$ cat src/rtl/wb_grf.sv
// wb_grf: MIPS write-back stage and 32x32 general register file.
// Builds write-back data, commits it, and serves D-stage reads with W->D bypass.
module wb_grf #(
    parameter int RETIRE_W = 32
) (
    input  logic                clk,
    input  logic                clr,
    input  logic [31:0]         IR_W,
    input  logic [31:0]         pc4_W,
    input  logic [31:0]         AO_W,
    input  logic [31:0]         DR_W,
    input  logic [4:0]          A1,
    input  logic [4:0]          A2,
    output logic [31:0]         RD1,
    output logic [31:0]         RD2,
    output logic [4:0]          WA_W,
    output logic [31:0]         WD_W,
    output logic                RegWrite_W,
    output logic [RETIRE_W-1:0] retired
);

    logic [5:0]  op;
    logic [5:0]  funct;
    logic [4:0]  rt;
    logic [4:0]  rd;
    logic [31:0] link;
    logic [7:0]  ld_byte;
    logic [15:0] ld_half;
    logic        wr_cls;
    logic [4:0]  dest;
    logic [31:0] sel_data;
    logic [31:0] rf [1:31];
    logic        unused_ir;

    assign op      = IR_W[31:26];
    assign funct   = IR_W[5:0];
    assign rt      = IR_W[20:16];
    assign rd      = IR_W[15:11];
    assign link    = pc4_W + 32'd4;
    assign ld_byte = DR_W[{AO_W[1:0], 3'b000} +: 8];
    assign ld_half = AO_W[1] ? DR_W[31:16] : DR_W[15:0];

    // rs and shamt never influence write-back
    assign unused_ir = ^{IR_W[25:21], IR_W[10:6]};

    // decode W-stage instruction into write class, destination and data
    always_comb begin
        wr_cls   = 1'b0;
        dest     = 5'd0;
        sel_data = 32'd0;
        case (op)
            6'b000000: begin
                wr_cls   = 1'b1;
                dest     = rd;
                sel_data = AO_W;
                case (funct)
                    6'b001000, 6'b011000, 6'b011001,
                    6'b011010, 6'b011011, 6'b010001,
                    6'b010011: wr_cls = 1'b0;
                    6'b001001: sel_data = link;
                    default: ;
                endcase
            end
            6'b001000, 6'b001001, 6'b001010, 6'b001011,
            6'b001100, 6'b001101, 6'b001110, 6'b001111: begin
                wr_cls   = 1'b1;
                dest     = rt;
                sel_data = AO_W;
            end
            6'b000011: begin
                wr_cls   = 1'b1;
                dest     = 5'd31;
                sel_data = link;
            end
            6'b100011: begin
                wr_cls   = 1'b1;
                dest     = rt;
                sel_data = DR_W;
            end
            6'b100000: begin
                wr_cls   = 1'b1;
                dest     = rt;
                sel_data = {{24{ld_byte[7]}}, ld_byte};
            end
            6'b100100: begin
                wr_cls   = 1'b1;
                dest     = rt;
                sel_data = {24'd0, ld_byte};
            end
            6'b100001: begin
                wr_cls   = 1'b1;
                dest     = rt;
                sel_data = {{16{ld_half[15]}}, ld_half};
            end
            6'b100101: begin
                wr_cls   = 1'b1;
                dest     = rt;
                sel_data = {16'd0, ld_half};
            end
            default: ;
        endcase
    end

    assign RegWrite_W = wr_cls && (dest != 5'd0);
    assign WA_W       = RegWrite_W ? dest : 5'd0;
    assign WD_W       = RegWrite_W ? sel_data : 32'd0;

    // register 0 is hardwired; same-cycle write is bypassed to readers
    assign RD1 = (A1 == 5'd0) ? 32'd0 :
                 (RegWrite_W && A1 == WA_W) ? WD_W : rf[A1];
    assign RD2 = (A2 == 5'd0) ? 32'd0 :
                 (RegWrite_W && A2 == WA_W) ? WD_W : rf[A2];

    // commit write-back data into the register array
    always_ff @(posedge clk or posedge clr) begin
        if (clr) begin
            for (int i = 1; i < 32; i++) rf[i] <= 32'd0;
        end else if (RegWrite_W) begin
            rf[WA_W] <= WD_W;
        end
    end

    // count every non-bubble instruction leaving the pipeline
    always_ff @(posedge clk or posedge clr) begin
        if (clr) begin
            retired <= '0;
        end else if (IR_W != 32'd0) begin
            retired <= retired + RETIRE_W'(1);
        end
    end

endmodule

$ cat config.mk
export PLATFORM = sky130hd
export DESIGN_NAME = wb_grf
export DESIGN_NICKNAME = d
export VERILOG_FILES = /design/src/rtl/wb_grf.sv
export SDC_FILE = /design/constraint.sdc
export NUM_CORES = 2
export LEC_CHECK = 0
export ABC_AREA = 1
export ABC_CLOCK_PERIOD_IN_PS = 43000
export BUFFER_PORTS_ARGS = -buffer_cell sky130_fd_sc_hd__buf_2
export CORE_MARGIN = 2
export CORE_UTILIZATION = 50
export CTS_CLUSTER_SIZE = 40
export DETAILED_ROUTE_END_ITERATION = 7
export PLACE_DENSITY = 0.67
export SLEW_MARGIN = 10
export SYNTH_ARGS = -nofsm -noshare
export SYNTH_HDL_FRONTEND = slang
export SYNTH_SLANG_ARGS = --single-unit
$ cat constraint.sdc
create_clock -name clk -period 43 [get_ports clk]
set_input_delay 10.75 -clock clk [delete_from_list [all_inputs] [get_ports clk]]
set_output_delay 10.75 -clock clk [all_outputs]
set_load 0.1 [all_outputs]
==> run_summary.xml <==
<?xml version="1.0" encoding="UTF-8"?>
<metrics>
  <group name="status">
    <metric name="run_status" unit="">finished, violations left</metric>
    <metric name="failing_checks" unit="">DRC</metric>
  </group>
  <group name="route">
    <metric name="dr.pass1.iters" unit="">8</metric>
    <metric name="avgRoutedWirePerCell" unit="µm">24.7</metric>
    <metric name="via_count" unit="">60517</metric>
    <metric name="vias_per_cell" unit="">6.33</metric>
    <metric name="final_antenna_net_count" unit="">0</metric>
    <metric name="initialDrtViolationCount" unit="">8647</metric>
    <metric name="drc_errors" unit="">4</metric>
    <metric name="drt-total-wl" unit="µm">236000</metric>
  </group>
  <group name="place">
    <metric name="place.port_buffers" unit="">273</metric>
    <metric name="gp_routability_congestion" unit="">0.940</metric>
    <metric name="dpl-instance-area" unit="µm²">60200</metric>
    <metric name="dp.final_hpwl" unit="µm">128000</metric>
  </group>
  <group name="synth">
    <metric name="yosys_register_bits" unit="">1024</metric>
    <metric name="yosysMostFrequentCell" unit="">sky130_fd_sc_hd__nand2_1</metric>
    <metric name="ys_warn_count" unit="">0</metric>
    <metric name="synth_edf_count" unit="">0</metric>
    <metric name="synth_area" unit="µm²">58600</metric>
    <metric name="synth.net_count" unit="">8324</metric>
    <metric name="yosys.cell_types.count" unit="">49</metric>
    <metric name="synth_sequential_area_ratio" unit="">0.437</metric>
    <metric name="netlist.area_leader.share" unit="">0.437</metric>
    <metric name="post_synth_main_area_contributors" unit="">sky130_fd_sc_hd__dfrtp_1 44%, sky130_fd_sc_hd__o21ai_0 13%, sky130_fd_sc_hd__nand2_1 13%, sky130_fd_sc_hd__a21oi_1 7.5%, sky130_fd_sc_hd__nand3_1 4.9%</metric>
    <metric name="syn_inst" unit="">8182</metric>
    <metric name="synthTopCellsByCount" unit="">2,032 x sky130_fd_sc_hd__nand2_1, 1,557 x sky130_fd_sc_hd__o21ai_0, 1,024 x sky130_fd_sc_hd__dfrtp_1, 880 x sky130_fd_sc_hd__a21oi_1, 640 x sky130_fd_sc_hd__clkbuf_1</metric>
    <metric name="ys_dominant_reg_cell" unit="">sky130_fd_sc_hd__dfrtp_1</metric>
    <metric name="synth_top_cell_by_area" unit="">sky130_fd_sc_hd__dfrtp_1</metric>
    <metric name="synthesis.area_per_instance" unit="µm²">7.16</metric>
    <metric name="synth-async-reset-ratio" unit="">1.00</metric>
  </group>
  <group name="run">
    <metric name="max-cap-violations" unit="">0</metric>
  </group>
  <group name="setup_path">
    <metric name="endpoint_kind" unit="">output pin</metric>
    <metric name="critical_path.max_fanout" unit="">95</metric>
    <metric name="worst_ep_arrival_time" unit="ns">15.77</metric>
    <metric name="critical_path_class" unit="">input pin to output pin</metric>
    <metric name="worstSetupStartpointType" unit="">input pin</metric>
    <metric name="worst_ep_required" unit="ns">32.25</metric>
    <metric name="regToRegSetupSlack" unit="ns">40.62</metric>
  </group>
  <group name="die">
    <metric name="x_dimension_of_the_die" unit="µm">346</metric>
    <metric name="placement_rows" unit="">125</metric>
    <metric name="dieArea" unit="µm²">120000</metric>
    <metric name="pin_count" unit="">274</metric>
    <metric name="fp.coreArea" unit="µm²">116000</metric>
    <metric name="fp.dieH" unit="µm">346</metric>
    <metric name="floorplan.initialDensity" unit="">0.504</metric>
  </group>
  <group name="timing">
    <metric name="period_share" unit="">0.617</metric>
    <metric name="timing.final.max_slew_violations" unit="">0</metric>
    <metric name="worst_clock_skew" unit="ns">0.00525</metric>
    <metric name="max_slew.worst_pin.slew" unit="ns">1.29</metric>
    <metric name="max_freq" unit="MHz">37.7</metric>
    <metric name="shortest_period_the_worst_path_allows" unit="ns">26.52</metric>
    <metric name="grt_setup_unrepaired" unit="">no</metric>
    <metric name="slew-limit-headroom" unit="">0.137</metric>
    <metric name="setup-violations-final" unit="">0</metric>
    <metric name="tns" unit="ns">0</metric>
    <metric name="finalHoldViolations" unit="">0</metric>
  </group>
  <group name="clock_tree">
    <metric name="tritoncts.num_buffers" unit="">113</metric>
    <metric name="cts_htree_levels" unit="">3</metric>
    <metric name="number_of_post_cts_setup_repair_buffers" unit="">0</metric>
    <metric name="worst_setup_hold_path_clk_slew" unit="ns">0.06</metric>
    <metric name="clock_latency_late_sink" unit="ns">0.75</metric>
    <metric name="cts_hold_buf" unit="">0</metric>
    <metric name="cts_tree" unit="">yes</metric>
    <metric name="clock_tree.buffer_depth" unit="">3</metric>
    <metric name="clock_tree.root_cell" unit="">sky130_fd_sc_hd__clkbuf_16</metric>
    <metric name="postCtsResizedCells" unit="">0</metric>
    <metric name="clock_sink_count" unit="">1024</metric>
  </group>
  <group name="final_layout">
    <metric name="final_nets" unit="">8087</metric>
    <metric name="area.growth.synth_to_final" unit="%">9.28</metric>
    <metric name="layout.cell_area.non_filler" unit="µm²">64000</metric>
    <metric name="layout-drive-gt1-share" unit="">0.0818</metric>
    <metric name="fillerInstances" unit="">11261</metric>
  </group>
  <group name="power">
    <metric name="power_frac_clock" unit="">0.430</metric>
    <metric name="power.combinational.fraction" unit="">0.144</metric>
    <metric name="reg_power_frac" unit="">0.427</metric>
    <metric name="worst_ir_drop_vdd" unit="V">0.0000375</metric>
    <metric name="leakagePower" unit="nW">27.7</metric>
    <metric name="power.switching_fraction" unit="">0.295</metric>
    <metric name="internal_power" unit="mW">1.65</metric>
    <metric name="p_per_area" unit="nW/µm²">36.5</metric>
    <metric name="p_sw" unit="mW">0.690</metric>
  </group>
  <group name="grt">
    <metric name="grt_antenna_before_repair" unit="">3</metric>
    <metric name="grt_pass1_wl" unit="µm">352000</metric>
    <metric name="gr-usage-all-layers" unit="">0.383</metric>
    <metric name="grt_start_max_net_pins" unit="">161</metric>
    <metric name="gr-total-overflow" unit="">0</metric>
    <metric name="via_count_of_the_first_global_routing_pass" unit="">55932</metric>
  </group>
  <group name="worst_hold_path">
    <metric name="hold_class" unit="">flop to flop</metric>
  </group>
</metrics>
-- logic make-up (layout without fill, tap and decap cells) --
family	count (synthesis)	after routing	share of synthesized area
mux	2	2	0.000342
xor+xnor	41	41	0.00613
buf+inv	1229	1079	0.0795
fa+ha+maj	2	2	0.000427
flops	1024	1024	0.437
compound gates	2838	2838	0.264
other cells	0	2	0
simple gates	3046	3046	0.213
-- power by group through the flow --
stage | clock network, mW | registers [mW] | logic, mW
global placement | 0 | 1.01 | 0.324
global route | 1.05 | 1.00 | 0.358
floorplan | 0 | 1.01 | 0.229
CTS | 1.01 | 0.997 | 0.328
finish | 1.00 | 0.998 | 0.336
detailed placement | 0 | 1.01 | 0.327
-- path summary, 6_finish.rpt --
kind	to	cells past startpoint	from
max	RD1[1]	14	A1[0]
min	retired[31]	1	retired[31]
max reg2reg	retired[28]	12	retired[0]
min reg2reg	retired[31]	1	retired[31]
max in group asynchronous	rf[725]	5	clr
min in group asynchronous	rf[611]	2	clr
-- cell usage in the layout, fill, tap and decap left out, types with 7 or more instances in the layout --
cell	Yosys	layout
sky130_fd_sc_hd__nand3_1	571	569
sky130_fd_sc_hd__inv_2	15	15
sky130_fd_sc_hd__a211oi_1	77	77
sky130_fd_sc_hd__a21oi_1	880	880
sky130_fd_sc_hd__buf_2	15	265
sky130_fd_sc_hd__nor2_1	301	298
sky130_fd_sc_hd__xnor2_1	16	16
sky130_fd_sc_hd__o21ai_1	10	10
sky130_fd_sc_hd__inv_1	468	459
sky130_fd_sc_hd__nand4_1	23	23
sky130_fd_sc_hd__nor4_1	11	11
sky130_fd_sc_hd__a21o_1	49	49
sky130_fd_sc_hd__a221oi_1	10	10
sky130_fd_sc_hd__nor2_2	9	7
sky130_fd_sc_hd__nand2_4	0	20
sky130_fd_sc_hd__a22oi_1	14	14
sky130_fd_sc_hd__o2111ai_1	11	11
sky130_fd_sc_hd__nand2_1	2032	2019
sky130_fd_sc_hd__clkinv_2	0	28
sky130_fd_sc_hd__nor3_1	62	62
sky130_fd_sc_hd__o21ai_0	1557	1557
sky130_fd_sc_hd__or2_2	13	13
sky130_fd_sc_hd__buf_4	4	116
sky130_fd_sc_hd__clkbuf_1	640	23
sky130_fd_sc_hd__dfrtp_1	1024	1024
sky130_fd_sc_hd__clkbuf_8	0	24
sky130_fd_sc_hd__a221o_1	34	34
sky130_fd_sc_hd__o311ai_0	100	100
sky130_fd_sc_hd__bufinv_16	0	9
sky130_fd_sc_hd__o31ai_1	51	51
sky130_fd_sc_hd__clkbuf_16	0	117
sky130_fd_sc_hd__o211ai_1	24	24
sky130_fd_sc_hd__xor2_1	25	25
-- worst max-delay path, stage by stage --
cell	delay (ns)
sky130_fd_sc_hd__buf_8	0.44
sky130_fd_sc_hd__buf_4	0.72
sky130_fd_sc_hd__buf_4	0.81
sky130_fd_sc_hd__buf_4	0.79
sky130_fd_sc_hd__nand2_1	0.11
sky130_fd_sc_hd__nand2_1	0.09
sky130_fd_sc_hd__a21oi_1	0.05
sky130_fd_sc_hd__o311ai_0	0.39
sky130_fd_sc_hd__o31ai_1	0.17
sky130_fd_sc_hd__a21o_1	0.24
sky130_fd_sc_hd__inv_1	0.07
sky130_fd_sc_hd__nor2_1	0.04
sky130_fd_sc_hd__nor2_1	0.41
sky130_fd_sc_hd__buf_2	0.52
-- per-layer routing --
layer	GRT usage	routed length [µm]	part of all wire
met1	0.518	92300	0.39
met2	0.570	101000	0.43
met3	0.0810	28200	0.12
met4	0.216	14800	0.063
met5	0	13	0.000055
-- final cells by class --
class | count | area, µm² | share of cell area
inverter | 486 | 1880 | 0.0294
timing repair buffer | 391 | 2350 | 0.0368
sequential | 1024 | 25600 | 0.400
clock inverter | 39 | 440 | 0.00688
antenna | 2 | 5.00 | 0.0000782
clock buffer | 163 | 3330 | 0.0520
multi-input combinational | 5929 | 28500 | 0.445
tap | 1524 | 1910 | 0.0298
-- state kept, by name, indices dropped and copies added (netlist names) --
register / flops
retired: 32
rf: 992
-- metrics by stage --
step                      std cells   util  worst slack, ns  hold WS, ns  power [mW]
after floorplan                8182      -             3.43        0.453        1.24
after global placement         9354  0.518            16.76        0.452        1.34
after detailed placement       9354  0.518            16.77        0.458        1.34
after CTS                      9556  0.551            16.75        0.465        2.34
after global routing           9556  0.551            16.30        0.497        2.41
final                          9558  0.551            16.48        0.462        2.34
Power figures use the tool's default switching activity.
